===== config.mk =====
export PLATFORM = sky130hd
export DESIGN_NAME = memory_buffer
export DESIGN_NICKNAME = d
export VERILOG_FILES = /design/src/rtl/memory_buffer.sv
export SDC_FILE = /design/constraint.sdc
export NUM_CORES = 1
export LEC_CHECK = 0
export BUFFER_PORTS_ARGS = -buffer_cell sky130_fd_sc_hd__buf_2
export CORE_MARGIN = 5
export CORE_UTILIZATION = 40
export DETAILED_ROUTE_END_ITERATION = 16
export RECOVER_POWER = 100
export SETUP_SLACK_MARGIN = 0.02
export SLEW_MARGIN = 25
export SYNTH_ARGS = -nofsm -noshare
export SYNTH_HDL_FRONTEND = slang
export SYNTH_SLANG_ARGS = --single-unit

===== constraint.sdc =====
create_clock -name clk -period 5.2 [get_ports clk]
set_clock_uncertainty 0.1 [all_clocks]
set_input_delay 0.26 -clock clk [delete_from_list [all_inputs] [get_ports clk]]
set_output_delay 0.26 -clock clk [all_outputs]
set_load 0.02 [all_outputs]

===== src/rtl/memory_buffer.sv =====
// Addressed DEPTH x DATA_W scratch buffer with a valid bit per entry and full/empty flags.
// Optional MEMORY_BUFFER_BYPASS_EN: same-address simultaneous write/read returns the write data.
module memory_buffer #(
  parameter int unsigned ADDR_W = 4,
  parameter int unsigned DATA_W = 16
) (
  input  logic              clk,
  input  logic              rst,
  input  logic              w,
  input  logic              r,
  input  logic [DATA_W-1:0] data_in,
  input  logic [ADDR_W-1:0] r_addr,
  input  logic [ADDR_W-1:0] w_addr,
  output logic [DATA_W-1:0] data_out,
  output logic              full,
  output logic              empty
);

  localparam int unsigned DEPTH = 2 ** ADDR_W;

  logic [DATA_W-1:0] mem_q [DEPTH];
  logic [DEPTH-1:0]  valid_d, valid_q;
  logic [DATA_W-1:0] data_out_d, data_out_q;
  logic              rd_hit;

  assign rd_hit = r && valid_q[r_addr];

  always_comb begin
    valid_d = valid_q;
    // Clear on read first so a same-address write leaves the entry valid.
    if (rd_hit) valid_d[r_addr] = 1'b0;
    if (w)      valid_d[w_addr] = 1'b1;
  end

  always_comb begin
    data_out_d = data_out_q;
`ifdef MEMORY_BUFFER_BYPASS_EN
    if (w && r && (w_addr == r_addr)) begin
      data_out_d = data_in;
    end else if (rd_hit) begin
      data_out_d = mem_q[r_addr];
    end
`else
    if (rd_hit) data_out_d = mem_q[r_addr];
`endif
  end

  always_ff @(posedge clk or negedge rst) begin
    if (!rst) begin
      valid_q    <= '0;
      data_out_q <= '0;
    end else begin
      valid_q    <= valid_d;
      data_out_q <= data_out_d;
    end
  end

  // Storage is not reset; writes are simply suppressed while reset is held.
  always_ff @(posedge clk) begin
    if (w && rst) mem_q[w_addr] <= data_in;
  end

  assign data_out = data_out_q;
  assign full     = &valid_q;
  assign empty    = ~|valid_q;

endmodule


==> Yosys cells after proc, flatten, opt, wreduce, memory -nomap -nowiden <==
Memories as Yosys holds them, arrays and structs flattened. A register that Yosys moved wholly into a read port is not among the register bits.
Index checks and enable logic that the tools add are counted.
{ "op_classes": {"bitwise": 3, "magnitude_cmp": 4, "mul": 0, "eq_ne": 0, "n_reduce_logical": 8, "n_mux": 10, "div": 0, "add_sub_neg": 0, "shift": 0} }
{ "op_table": {"columns": ["operator", "count"], "rows": [
  ["16-bit 2-to-1 mux", 2],
  ["16-bit bitwise AND", 1],
  ["16-bit inverter", 1],
  ["16-bit bitwise OR", 1],
  ["16-bit AND reduction", 1],
  ["16-bit OR reduction", 1],
  ["4-bit by 5-bit < comparator with 1-bit output (second input constant)", 2],
  ["1-bit demux with 4-bit select", 2],
  ["4-bit by 1-bit >= comparator with 1-bit output (second input constant)", 2],
  ["1-bit 2-to-1 mux", 5],
  ["1-bit binary-select mux with 4-bit select", 1],
  ["1-bit logical AND", 4],
  ["1-bit logical NOT", 2]
]} }
{ "word_totals": {"output_inout_bits": 18, "latchBits": 0, "word_cells": 27, "inputBits": 28, "ram_bits": 256, "n_memories": 1, "reg_bits": 16, "rom_bits": 0} }
{ "mem_list": {"columns": ["memory", "words", "width", "rd", "rd_ports_with_merged_regs", "wr", "line", "text"], "rows": [
  ["mem_q", 16, 16, 1, 1, 1, "21", "logic [DATA_W-1:0] mem_q [DEPTH];"]
]} }

==> Longest topological paths before layout <==
{ "depth": {"depth_word": 9, "ltp_mapped": 7, "depth_no_buf": 4} }

==> Worst setup path before layout <==
Ideal clock, no wire load.
{ "synth_path": {"kind": "input-to-reg", "start": "input port r_addr[0]", "end": "register data_out_q[0] (netlist: data_out[0]) (read register of mem_q)", "n_path_buf": 3, "path_slack_ps": 3065, "path_stages": 7, "t_arrival_ps": 1910, "t_required_ps": 4975, "setup_time_ps": 125, "path_cell_list": "clkbuf_1 -> buf_2 -> buf_2 -> mux4_2 -> a22oi_1 -> nand2_1 -> mux2_4"} }
{ "synth_between": {"elab_chain_cells": 3} }
{ "synth_rtl": {"columns": ["item", "line", "text"], "rows": [
  ["start: declaration", "12", "input logic [ADDR_W-1:0] r_addr,"],
  ["1-bit binary-select mux with 4-bit select", "26", "assign rd_hit = r && valid_q[r_addr];"],
  ["1-bit 2-to-1 mux (implied by the code)", "26", null],
  ["1-bit logical AND", "26", null],
  ["end: declaration", "23", "logic [DATA_W-1:0] data_out_d, data_out_q;"]
]} }
Several ways; a longest one is shown, not always the timed one. The select of a mux whose other input is x is not followed.

==> Final worst setup path <==
{ "layout_path": {"start": "input port r_addr[0]", "end": "register data_out_q[15] (netlist: data_out[15]) (read register of mem_q)"} }
The elaborated chain is that of the path after synthesis.

==> impl_metrics.json <==
{
  "status": "finished with violations",
  "failed_checks": "max-capacitance violations, max-slew violations",
  "finalHoldViolCount": 0,
  "grt_max_degree": 42,
  "critPathKind": "in -> reg",
  "drv_cap": 5,
  "p_clk_frac": 0.393,
  "ir_drop_uv": 209,
  "netSwitchingFraction": 0.235,
  "whs_ps": 33.8,
  "post-cts-setup-buffer-count": 0,
  "worst_pin_slew_ps": 1980,
  "p_int_w": 0.00400,
  "fin_tns_setup_ps": 0,
  "grtUsageTotal": 0.165,
  "layout_setup_ws_ps": 2070,
  "row_count": 61,
  "fmax_mhz": 319,
  "crit_slowest_cell": "clkbuf_2",
  "power_frac_comb": 0.086,
  "syn_area_um2": 11300,
  "synth_compound_area_frac": 0.0374,
  "cts_buffers": 31,
  "ys_types": 37,
  "grt_pass1_wl_mm": 38.7,
  "synth_edf_count": 256,
  "synth-simple-area-share": 0.0362,
  "slowest_delay_ps": 1340,
  "finalPower_w": 0.00523,
  "hold_buffers": 17,
  "clkTransAtPathRegs_ps": 60,
  "maxSlewHeadroom": -0.322,
  "synth_mux_area_frac": 0.160,
  "syn_nets": 583,
  "dieHeight_um": 178,
  "cts_tree": "done",
  "power.density_nw_per_um2": 402,
  "synthTopCellsByCount": "edfxtp_1 (256), mux4_2 (69), a22oi_1 (32), dfrtp_1 (32), nand2_1 (27)",
  "synth_fa_ha_area_frac": 0,
  "vias_per_cell": 5.51,
  "n_antenna_cell": 0,
  "seq_area_frac_synth": 0.751,
  "crit_path_cell_trace": "buf_4 > clkbuf_2 > mux4_2 > a22oi_1 > nand2_1 > mux2_2",
  "p_seq_frac": 0.521,
  "drt_wl_total_mm": 25.4,
  "dpl.cell_count": 967,
  "slew_violations": 108,
  "cp-end-kind": "register",
  "synth_ff_type": "edfxtp_1",
  "synth.avg_cell_area_um2": 20.4,
  "hp-class": "in -> reg",
  "cts-resized-gates": 0,
  "regArea_um2": 8490,
  "drc": 0,
  "critPathRequiredTime_ps": 5530,
  "dieArea_um2": 31700,
  "pre_cts_ws_ps": 1810,
  "io_pins": 46,
  "yosysWarnings": 0,
  "vias": 5746,
  "hpwlAfterDp_mm": 14.3,
  "antenna_found_initial": 0,
  "cts_sinks": 288,
  "fin_nets": 667,
  "core_um2": 27900,
  "clkLatencyLatePin_ps": 550,
  "clockRootBuffer": "clkbuf_16",
  "final_cells": 1042,
  "synth-xor-area-share": 0,
  "startpoint_type": "input pin",
  "rsz0062_at_grt": "false",
  "multi_input_area_um2": 2630,
  "drt_iter0_drc": 419,
  "h-tree-depth": 1,
  "syn2layout_area_growth_pct": 15.2,
  "fill_cells": 2378,
  "synth.most_common_cell": "edfxtp_1",
  "power.leakage_nw": 4.19,
  "synth_top_area_frac": 0.680,
  "finalSetupViolCount": 0,
  "die_w_um": 178,
  "drive_above_1_share": 0.226,
  "synth_top_area_cell": "edfxtp_1",
  "switchingPower_w": 0.00123,
  "gp_congestion": 0.857,
  "synth_top_family_by_area": "multiplexers",
  "routedWlPerCell_um": 24.4,
  "grt.overflow.total": 0,
  "cp.arrival_ps": 3470,
  "io_buffers": 45,
  "dr.pass1.iters": 5,
  "ant_nets": 0,
  "ys_ff_latch": 288,
  "initial_utilization": 0.406,
  "syn-instance-count": 555,
  "cts_buffer_depth": 3,
  "min_period_ps": 3130,
  "min_period_over_period": 0.602,
  "grt_pass1_vias": 6167,
  "cp_max_fo": 40,
  "async_flop_share": 0.111,
  "synthTopCellsByArea": "edfxtp_1 (68%), mux4_2 (14%), dfrtp_1 (7.1%)"
}
[kinds of logic after synthesis]
| family | Yosys count |
|---|---|
| buf+inv | 34 |
| mux | 89 |
| simple gates | 84 |
| flops | 288 |
| compound gates | 60 |
[worst max-delay path, delay by kind of cell]
| family | cells | cell delay (ps) |
|---|---|---|
| buffers and inverters | 2 | 1880 |
| multiplexers | 2 | 900 |
| AO/OA/AOI/OAI | 1 | 260 |
| AND/OR/NAND/NOR | 1 | 80 |
[registers in the layout (all words and copies together), names as in the netlist]
| signal | count |
|---|---|
| mem_q | 256 |
| data_out | 16 |
| valid_q | 16 |
[layout make-up]
type,count,share of cell area
sequential,288,0.652
multi-input combinational,233,0.202
clock buffer,35,0.0608
tap,378,0.0363
timing repair buffer,79,0.0338
clock inverter,23,0.0134
inverter,6,0.00173
[per-stage QoR]
step | cell area (µm²) | utilization
2_1_floorplan | 11300 | -
3_3_place_gp | 12000 | 0.432
3_5_place_dp | 12000 | 0.433
4_1_cts | 13200 | 0.473
5_1_grt | 13000 | 0.467
6_report | 13000 | 0.467
[routing by layer]
layer  wire [µm]  track usage  vias up
li1            -            -     2470
met1       10700        0.224     3045
met2       12600        0.276      199
met3        1670       0.0320       32
met4         388       0.0413        0
met5           0            0        -
[final timing paths]
| kind | to | startpoint | slack [ps] | cells past startpoint |
|---|---|---|---|---|
| max | data_out[15] | r_addr[0] | 2070 | 6 |
| max reg2reg | data_out[8] | valid_q[7] | 2660 | 4 |
| min | valid_q[14] | w_addr[2] | 30 | 3 |
| max in group asynchronous | valid_q[6] | rst | 4450 | 2 |
| min in group asynchronous | data_out[13] | rst | 160 | 2 |
| min reg2reg | data_out[11] | data_out[11] | 410 | 1 |
[power by group through the flow]
stage / registers [W] / logic (W) / clock network (W)
final: 0.00273 / 0.000451 / 0.00205
after detailed placement: 0.00277 / 0.000489 / 0
after CTS: 0.00272 / 0.000500 / 0.00210
after floorplan: 0.00279 / 0.000268 / 0
after global placement: 0.00276 / 0.000474 / 0
after global routing: 0.00274 / 0.000493 / 0.00221
[cell usage in the layout (no fill, tap or decap), types with 4 or more instances in the layout]
master | netlist | layout
clkinv_1 | 0 | 6
buf_2 | 8 | 8
mux2_2 | 7 | 7
nor2_2 | 0 | 4
mux2_1 | 0 | 9
dfrtp_1 | 32 | 32
o22ai_1 | 4 | 4
inv_1 | 6 | 6
o21ai_0 | 14 | 19
a22oi_1 | 32 | 32
nand3b_1 | 4 | 4
clkbuf_1 | 12 | 50
nand4_1 | 5 | 5
clkbuf_16 | 0 | 31
clkinv_2 | 0 | 10
buf_4 | 1 | 7
nor2_1 | 23 | 19
nor4_1 | 5 | 5
edfxtp_1 | 256 | 256
nand3_1 | 5 | 5
dlygate4sd3_1 | 0 | 17
nand2_1 | 27 | 27
mux4_2 | 69 | 69
Power figures use the tool's default switching activity.
